==> config.mk <==
export PLATFORM = sky130hd
export DESIGN_NAME = instruction_step_sequencer
export DESIGN_NICKNAME = d
export VERILOG_FILES = /design/src/rtl/instruction_step_sequencer.sv
export SDC_FILE = /design/constraint.sdc
export NUM_CORES = 1
export LEC_CHECK = 0
export CORE_AREA = 2 2 39 41
export DETAILED_ROUTE_END_ITERATION = 10
export DIE_AREA = 0 0 41 43
export DONT_BUFFER_PORTS = 1
export GPL_TIMING_DRIVEN = 0
export PLACE_DENSITY = 0.53
export SYNTH_ARGS = -nofsm -noshare
export SYNTH_HDL_FRONTEND = slang
export SYNTH_SLANG_ARGS = --single-unit
export TNS_END_PERCENT = 50
==> constraint.sdc <==
create_clock -name mclk -period 2.56 [get_ports mclk]
set_input_delay 0.256 -clock mclk [delete_from_list [all_inputs] [get_ports mclk]]
set_output_delay 0.256 -clock mclk [all_outputs]
set_load 0.01 [all_outputs]
==> src/rtl/instruction_step_sequencer.sv <==
// Control-step counter for the SAP-style controller.
// Tracks the microcode step of the executing instruction. It supports variable
// instruction length, a fetch-phase flag, sticky halt with explicit resume, and
// a retire pulse.
// Optional: define SEQ_RETIRE_COUNT_EN to build the retired-instruction
// counter. Without it, o_retired is tied to 0.
module instruction_step_sequencer #(
  parameter int INSTRUCTION_STEPS = 8,
  parameter int FETCH_STEPS       = 2,
  parameter int COUNT_WIDTH       = 16,
  localparam int STEP_WIDTH = (INSTRUCTION_STEPS > 2) ? $clog2(INSTRUCTION_STEPS) : 1,
  localparam int LEN_WIDTH  = $clog2(INSTRUCTION_STEPS + 1)
) (
  input  logic                   mclk,
  input  logic                   i_rst,
  input  logic                   mclk_en,
  input  logic                   i_halt,
  input  logic                   i_resume,
  input  logic                   i_adv,
  input  logic [LEN_WIDTH-1:0]   i_step_len,
  output logic [STEP_WIDTH-1:0]  o_step,
  output logic                   o_fetch,
  output logic                   o_last,
  output logic                   o_halted,
  output logic                   o_retire,
  output logic [COUNT_WIDTH-1:0] o_retired
);

  localparam logic [LEN_WIDTH-1:0]  MAX_LEN   = LEN_WIDTH'(INSTRUCTION_STEPS);
  localparam logic [LEN_WIDTH-1:0]  MIN_LEN   = LEN_WIDTH'(FETCH_STEPS + 1);
  localparam logic [LEN_WIDTH-1:0]  LEN_ONE   = LEN_WIDTH'(1);
  localparam logic [STEP_WIDTH-1:0] STEP_ONE  = STEP_WIDTH'(1);
  localparam logic [STEP_WIDTH-1:0] FETCH_END = STEP_WIDTH'(FETCH_STEPS);

  typedef enum logic [0:0] {RUN = 1'b0, HALTED = 1'b1} state_t;

  state_t                state_q, state_n;
  logic [STEP_WIDTH-1:0] step_q, step_n;
  logic                  retire_q, retire_n;
  logic [LEN_WIDTH-1:0]  eff_len;
  logic                  in_fetch;
  logic                  wrap;

  assign in_fetch = (step_q < FETCH_END);

  // Effective instruction length. The opcode is not valid during fetch, so the
  // full length is used there. Otherwise the ROM length is clamped to a legal range.
  always_comb begin
    eff_len = i_step_len;
    if (in_fetch)                eff_len = MAX_LEN;
    else if (i_step_len < MIN_LEN) eff_len = MIN_LEN;
    else if (i_step_len > MAX_LEN) eff_len = MAX_LEN;
  end

  assign o_last   = (state_q == RUN) && (LEN_WIDTH'(step_q) == (eff_len - LEN_ONE));
  assign wrap     = i_adv | o_last;
  assign o_step   = step_q;
  assign o_halted = (state_q == HALTED);
  assign o_fetch  = in_fetch & (state_q != HALTED);
  assign o_retire = retire_q;

  // Next state, step and retire. A disabled edge holds the state and clears retire.
  // Resume only re-enters RUN; the step moves on the following enabled edge.
  always_comb begin
    state_n  = state_q;
    step_n   = step_q;
    retire_n = 1'b0;
    if (mclk_en) begin
      unique case (state_q)
        RUN: begin
          if (i_halt) begin
            state_n = HALTED;
          end else begin
            step_n   = wrap ? '0 : step_q + STEP_ONE;
            // An aborted fetch restarts without retiring anything.
            retire_n = wrap & ~in_fetch;
          end
        end
        HALTED: begin
          if (i_resume) state_n = RUN;
        end
        default: state_n = RUN;
      endcase
    end
  end

  // State registers with synchronous reset. Reset takes priority over the clock enable.
  always_ff @(posedge mclk) begin
    if (i_rst) begin
      state_q  <= RUN;
      step_q   <= '0;
      retire_q <= 1'b0;
    end else begin
      state_q  <= state_n;
      step_q   <= step_n;
      retire_q <= retire_n;
    end
  end

`ifdef SEQ_RETIRE_COUNT_EN
  localparam logic [COUNT_WIDTH-1:0] CNT_ONE = COUNT_WIDTH'(1);
  logic [COUNT_WIDTH-1:0] retired_q;

  // Retired-instruction count. It increments on the same edge that raises o_retire
  // and wraps naturally.
  always_ff @(posedge mclk) begin
    if (i_rst)         retired_q <= '0;
    else if (retire_n) retired_q <= retired_q + CNT_ONE;
  end

  assign o_retired = retired_q;
`else
  assign o_retired = '0;
`endif

endmodule
==> flow_summary_export.csv, run 1 <==
group,metric,value,unit
clock_tree,clock-root-buffer,"clkbuf_4",
logic_synthesis,syn-cell-area,552,sq um
clock_tree,numCtsBuffers,3,
routing,drc,0,
worst_setup_path,r2r_cells,8,
layout,drive_gt1_frac,0.321,
worst_setup_path,crit_end,"o_last",
logic_synthesis,ys_ff_latch,5,
logic_synthesis,yosys_warnings,0,
floorplanning,dieWidth,41,um
worst_setup_path,startpoint,"o_step[2]",
clock_tree,cts_resized,0,
worst_setup_path,cp_data_required_time,2.30,ns
routing,drt_iter0_drc,10,
sta,timing.final.crit_share,0.939,
worst_setup_path,r2r_slack,0.40,ns
logic_synthesis,synth_top_cell_by_area,"buf_4",
sta,fin_hold_ws,0.0821,ns
placement,gp_congestion,0.745,
routing,ant_nets,0,
logic_synthesis,yosys-top-cells-area,"buf_4 (22%), dfxtp_1 (18%), a2111oi_4 (5.0%)",
routing,via_per_inst,4.50,
layout,nets,97,
clock_tree,cts_hold_buf,0,
routing,routedWlPerCell,9.68,um
layout,final_cell_mix,"buf_4 (16), conb_1 (16), nor2_1 (4), dfxtp_1 (4)",
worst_setup_path,slowest_stage,"a2111oi_4",
worst_setup_path,crit_chain,"buf_6 > o21ba_2 > o21ai_0 > ha_1 > nor2b_1 > a22oi_4 > a2111oi_4",
logic_synthesis,synth_cell_types,31,
placement,placed_area,628,sq um
clock_tree,cts_setup_buffers,0,
global_routing,grt_pass1_vias,440,
pwr,peakVddDrop,0.196,mV
job,max-cap-violations,0,
floorplanning,die_h,43,um
clock_tree,clk-insertion-delay-late,0.24,ns
routing,drt_wl_total,968,um
pwr,p_leak,0.320,nW
worst_setup_path,cp-start-kind,"register",
sta,clock_skew,0.00262,ns
worst_setup_path,r2r_end,"o_step[2]",
clock_tree,max-clock-path-buffers,2,
worst_setup_path,r2r-start,"o_step[2]",
worst_setup_path,crit_fanout,10,
clock_tree,clkSinkCount,5,
worst_setup_path,worstPathArrival,2.15,ns
placement,port_buffers,0,
worst_setup_path,endpoint_kind,"output pin",
floorplanning,ios,33,
routing,drt_pass1_iterations,4,
worst_setup_path,path_class,"register to output pin",
sta,grt_setup_unrepaired,"false",
clock_tree,cts.clk_slew.worst_paths,0.04,ns
floorplanning,rows,14,
layout,area_growth,18.8,%
clock_tree,cts_tree,"done",
worst_setup_path,cpPeakStageDelay,0.49,ns
routing,vias,450,
sta,layout_min_cycle_time,2.40,ns
pwr,p_per_area,343,mW/mm^2
logic_synthesis,avgSynthCellArea,8.49,sq um
placement,dp_hpwl,796,um
global_routing,grt_pass1_wl,1640,um
logic_synthesis,ys_seq_area_frac,0.181,
sta,tns,0,ns
sta,drv_slew,0,
global_routing,grt_usage,0.135,
status,status,"complete, no violations",
sta,fmax,0.416,GHz
floorplanning,dieArea,0.00176,sq mm
floorplanning,initial_core_util,0.399,
layout,final_area,656,sq um
clock_tree,htree_levels,1,
floorplanning,core-area,0.00138,sq mm
global_routing,antenna_found_initial,0,
global_routing,grt_start_max_net_pins,11,
layout,diodes,0,
sta,setup_viol,0,
worst_hold_path,hold_class,"input pin to register",
logic_synthesis,synth_cells,65,
sta,hold_viol_final,0,
global_routing,overflow,0,
logic_synthesis,synth_top_area_share,0.218,
pwr,finalPower,225,uW
[Yosys cell counts]
library cell / count
inv_1: 3
o21ba_2: 1
a2111oi_0: 2
nor2b_1: 2
nor2_1: 4
buf_6: 1
a21oi_1: 3
a21o_1: 1
nor3_1: 1
dfxtp_1: 5
nand2_1: 2
and3_1: 1
xnor2_1: 1
nand2b_1: 3
o22ai_1: 1
nor3b_2: 1
a2111oi_4: 1
o21ai_0: 1
o211a_1: 1
conb_1: 1
a22oi_4: 1
nand3_1: 3
a21boi_1: 1
ha_1: 2
a31o_2: 1
buf_4: 16
or4b_4: 1
and2b_1: 1
o21ai_1: 1
a311oi_1: 1
o21bai_1: 1
[critical path: cells and delay by family (launching register included)]
kind / cells / cell delay (ns)
AO/OA/AOI/OAI: 4 / 0.85
adder cells (fa/ha/maj): 1 / 0.29
buffers and inverters: 1 / 0.16
flip-flops: 1 / 0.38
AND/OR/NAND/NOR: 1 / 0.21
[layout make-up]
type,instances,area (sq um)
multi-input cells,55,365
well taps,16,20.0
plain buffers,17,131
inverters,3,11.3
clock buffers,4,26.3
fillers,147,728
flip-flops and latches,5,101
[report_power, final]
| part | switching (mW) | internal, mW |
|---|---|---|
| Sequential | 0.00432 | 0.0803 |
| Clock | 0.0324 | 0.0589 |
| Combinational | 0.0248 | 0.0245 |
| Total | 0.0615 | 0.164 |
[cells by family (layout without fill, tap and decap cells)]
kind of cell | count (synthesis) | in the layout | share of synthesized area
xor gates and xnor gates | 1 | 1 | 0.0159
other | 1 | 16 | 0.00680
and+or+nand+nor | 19 | 19 | 0.206
AOI/OAI and AO/OA | 17 | 17 | 0.286
buffers and inverters | 20 | 24 | 0.259
DFF | 5 | 5 | 0.181
adders and majority gates | 2 | 2 | 0.0453
[per-stage QoR]
| stage | setup WS (ns) | std cells | util |
|---|---|---|---|
| final | 0.157 | 100 | 0.474 |
| after global routing | 0.00921 | 100 | 0.474 |
| after global placement | 0.311 | 96 | 0.454 |
| after CTS | 0.0436 | 100 | 0.473 |
| after floorplan | 0.522 | 80 | - |
| after detailed placement | 0.315 | 96 | 0.454 |
[state kept, by name (all words and copies together), names as in the netlist]
signal and cells:
o_halted 1, o_retire 1, o_step 3
[per-layer routing]
| metal | wire length (um) | track usage |
|---|---|---|
| met5 | 0 | 0 |
| met2 | 473 | 0.216 |
| met4 | 0 | 0.0400 |
| met3 | 126 | 0.0681 |
| met1 | 368 | 0.150 |
[worst min path at each step]
stage               start        to  slack (ns)  cells past startpoint
floorplan           i_rst  o_halted        0.33                      1
global route        i_rst  o_halted        0.08                      1
CTS                 i_rst  o_halted        0.07                      1
global placement    i_rst  o_halted        0.33                      1
detailed placement  i_rst  o_halted        0.34                      1
finish              i_rst  o_halted        0.08                      1
Note: power is estimated with default switching activity, not from simulation.
==> inputs of run 2 (changes only) <==
clock period = 2.8 ns   (was 2.56 ns; I/O delays follow)
==> run 2 against run 1 <==
  * Clock power down 8.5%
  * Critical endpoint unchanged
  * Via count unchanged
  * Critical path depth down 1
  * Wire length unchanged
  * Largest cell class unchanged
  * Clock skew unchanged
  * Power down 8.6%
  * Global-route usage unchanged
  * Critical path type unchanged
  * Sequential power down 8.6%
  * Cell count unchanged
  * Die area unchanged
  * Core utilization down 0.090 points
  * Count of clock-buffer cells in the layout unchanged
==> flow_summary_export.csv, run 2 (synthesis results as in run 1) <==
group,metric,value,unit
layout,area_growth,18.6,%
routing,ant_nets,0,
worst_setup_path,worstPathArrival,2.22,ns
worst_hold_path,min_from,"i_rst",
floorplanning,initial_core_util,0.399,
pwr,internal_power,150,uW
pwr,seqPwrFrac,0.376,
clock_tree,clock-root-buffer,"clkbuf_4",
routing,drt_wl_total,968,um
placement,dp_slack,0.538,ns
worst_hold_path,min_to,"o_halted",
pwr,p_per_area,315,mW/mm^2
floorplanning,dieWidth,41,um
placement,port_buffers,0,
placement,placed_area,628,sq um
worst_setup_path,cp-start-kind,"register",
routing,routedWlPerCell,9.68,um
floorplanning,die_h,43,um
worst_setup_path,crit_chain,"o21ba_2 > o21ai_0 > ha_1 > nor2b_1 > a22oi_4 > a2111oi_4",
sta,tns,0,ns
layout,nets,97,
layout,layout.cells.non_filler,100,
status,status,"complete, no violations",
routing,vias,450,
layout,finalCoreUtilization,0.473,
worst_setup_path,cp_data_required_time,2.52,ns
pwr,peakVddDrop,0.179,mV
sta,clock_skew,0.00262,ns
clock_tree,numCtsBuffers,3,
worst_setup_path,endpoint_kind,"output pin",
global_routing,overflow,0,
clock_tree,max-clock-path-buffers,2,
floorplanning,rows,14,
clock_tree,htree_levels,1,
clock_tree,cts.clk_slew.worst_paths,0.04,ns
worst_setup_path,slowest_stage,"dfxtp_1",
sta,layout_setup_ws,0.305,ns
layout,largest_reg_flops,3,
worst_hold_path,hold_class,"input pin to register",
clock_tree,cts_tree,"done",
pwr,switchingPower,56.2,uW
clock_tree,cts_resized,0,
routing,drc,0,
worst_setup_path,crit_fanout,8,
worst_hold_path,min_path_cells,1,
job,max-cap-violations,0,
routing,via_per_inst,4.50,
sta,grt_setup_unrepaired,"false",
pwr,p_leak,0.319,nW
placement,dp_hpwl,796,um
sta,drv_slew,0,
routing,drt_pass1_iterations,4,
placement,gp_congestion,0.745,
worst_setup_path,cpPeakStageDelay,0.53,ns
pwr,switching_share,0.273,
global_routing,grt_pass1_vias,440,
sta,layout_min_cycle_time,2.50,ns
layout,drive_gt1_frac,0.310,
sta,setup_viol,0,
sta,hold_viol_final,0,
global_routing,grt_start_max_net_pins,11,
pwr,combPwrFrac,0.219,
layout,diodes,0,
worst_setup_path,r2r_end,"o_step[2]",
pwr,p_clk_frac,0.405,
routing,drt_iter0_drc,10,
clock_tree,cts_setup_buffers,0,
worst_setup_path,r2r_cells,7,
worst_setup_path,r2r_slack,0.57,ns
sta,timing.final.crit_share,0.891,
floorplanning,core-area,0.00138,sq mm
floorplanning,dieArea,0.00176,sq mm
global_routing,grt_usage,0.135,
clock_tree,clk-insertion-delay-late,0.24,ns
placement,place_inst,96,
worst_setup_path,path_class,"register to output pin",
worst_setup_path,r2r-start,"o_step[1]",
global_routing,antenna_found_initial,0,
clock_tree,clkSinkCount,5,
layout,final_cell_mix,"buf_4 (16), conb_1 (16), dfxtp_1 (5)",
global_routing,grt_pass1_wl,1640,um
floorplanning,ios,33,
sta,fmax,0.401,GHz
clock_tree,cts_hold_buf,0,
layout,final_area,654,sq um
-- run 2: cell count changes in the layout (fill, tap and decap cells not counted) --
cell and change:
dfxtp_2 -1, dfxtp_1 +1
-- run 2: how the worst max path moves through the flow --
| stage | startpoint | end | slack, ns | depth (start not counted) |
|---|---|---|---|---|
| 2_1_floorplan | o_step[2] | o_last | 0.76 | 7 |
| 6_report | o_step[1] | o_last | 0.30 | 6 |
| 3_3_place_gp | o_step[1] | o_last | 0.54 | 6 |
| 5_1_grt | o_step[1] | o_last | 0.15 | 6 |
| 3_5_place_dp | o_step[1] | o_last | 0.54 | 6 |
| 4_1_cts | o_step[1] | o_last | 0.26 | 6 |
-- run 2: stage by stage --
step	hold WS, ns	power (mW)
2_1_floorplan	0.352	0.120
4_1_cts	0.0954	0.210
5_1_grt	0.101	0.221
3_3_place_gp	0.356	0.123
3_5_place_dp	0.360	0.123
6_report	0.106	0.206
-- run 2: per-layer routing --
metal	vias to the layer above	track usage	share of wire
met5	-	0	0
met4	0	0.0400	0
met3	0	0.0681	0.13
met2	25	0.216	0.49
met1	187	0.150	0.38
li1	238	-	-
-- run 2: cell type report --
cell class / instances / area, sq um
Tap cell: 16 / 20.0
Inverter: 3 / 11.3
Multi-Input combinational cell: 55 / 365
Fill cell: 148 / 729
Clock buffer: 4 / 26.3
Buffer: 17 / 131
Sequential cell: 5 / 100
-- run 2: worst max-delay path, delay by kind of cell (launching register included) --
kind	cells	cell delay, ns
fa+ha+maj	1	0.29
compound gates	4	0.93
flops	1	0.53
simple gates	1	0.21
-- run 2: power groups by stage --
stage                     Combinational (mW)  Clock, mW  Sequential, mW
after detailed placement              0.0444          0          0.0786
after floorplan                       0.0422          0          0.0778
after global placement                0.0442          0          0.0785
after CTS                             0.0445     0.0879          0.0774
final                                 0.0451     0.0835          0.0773
after global routing                  0.0505     0.0924          0.0779
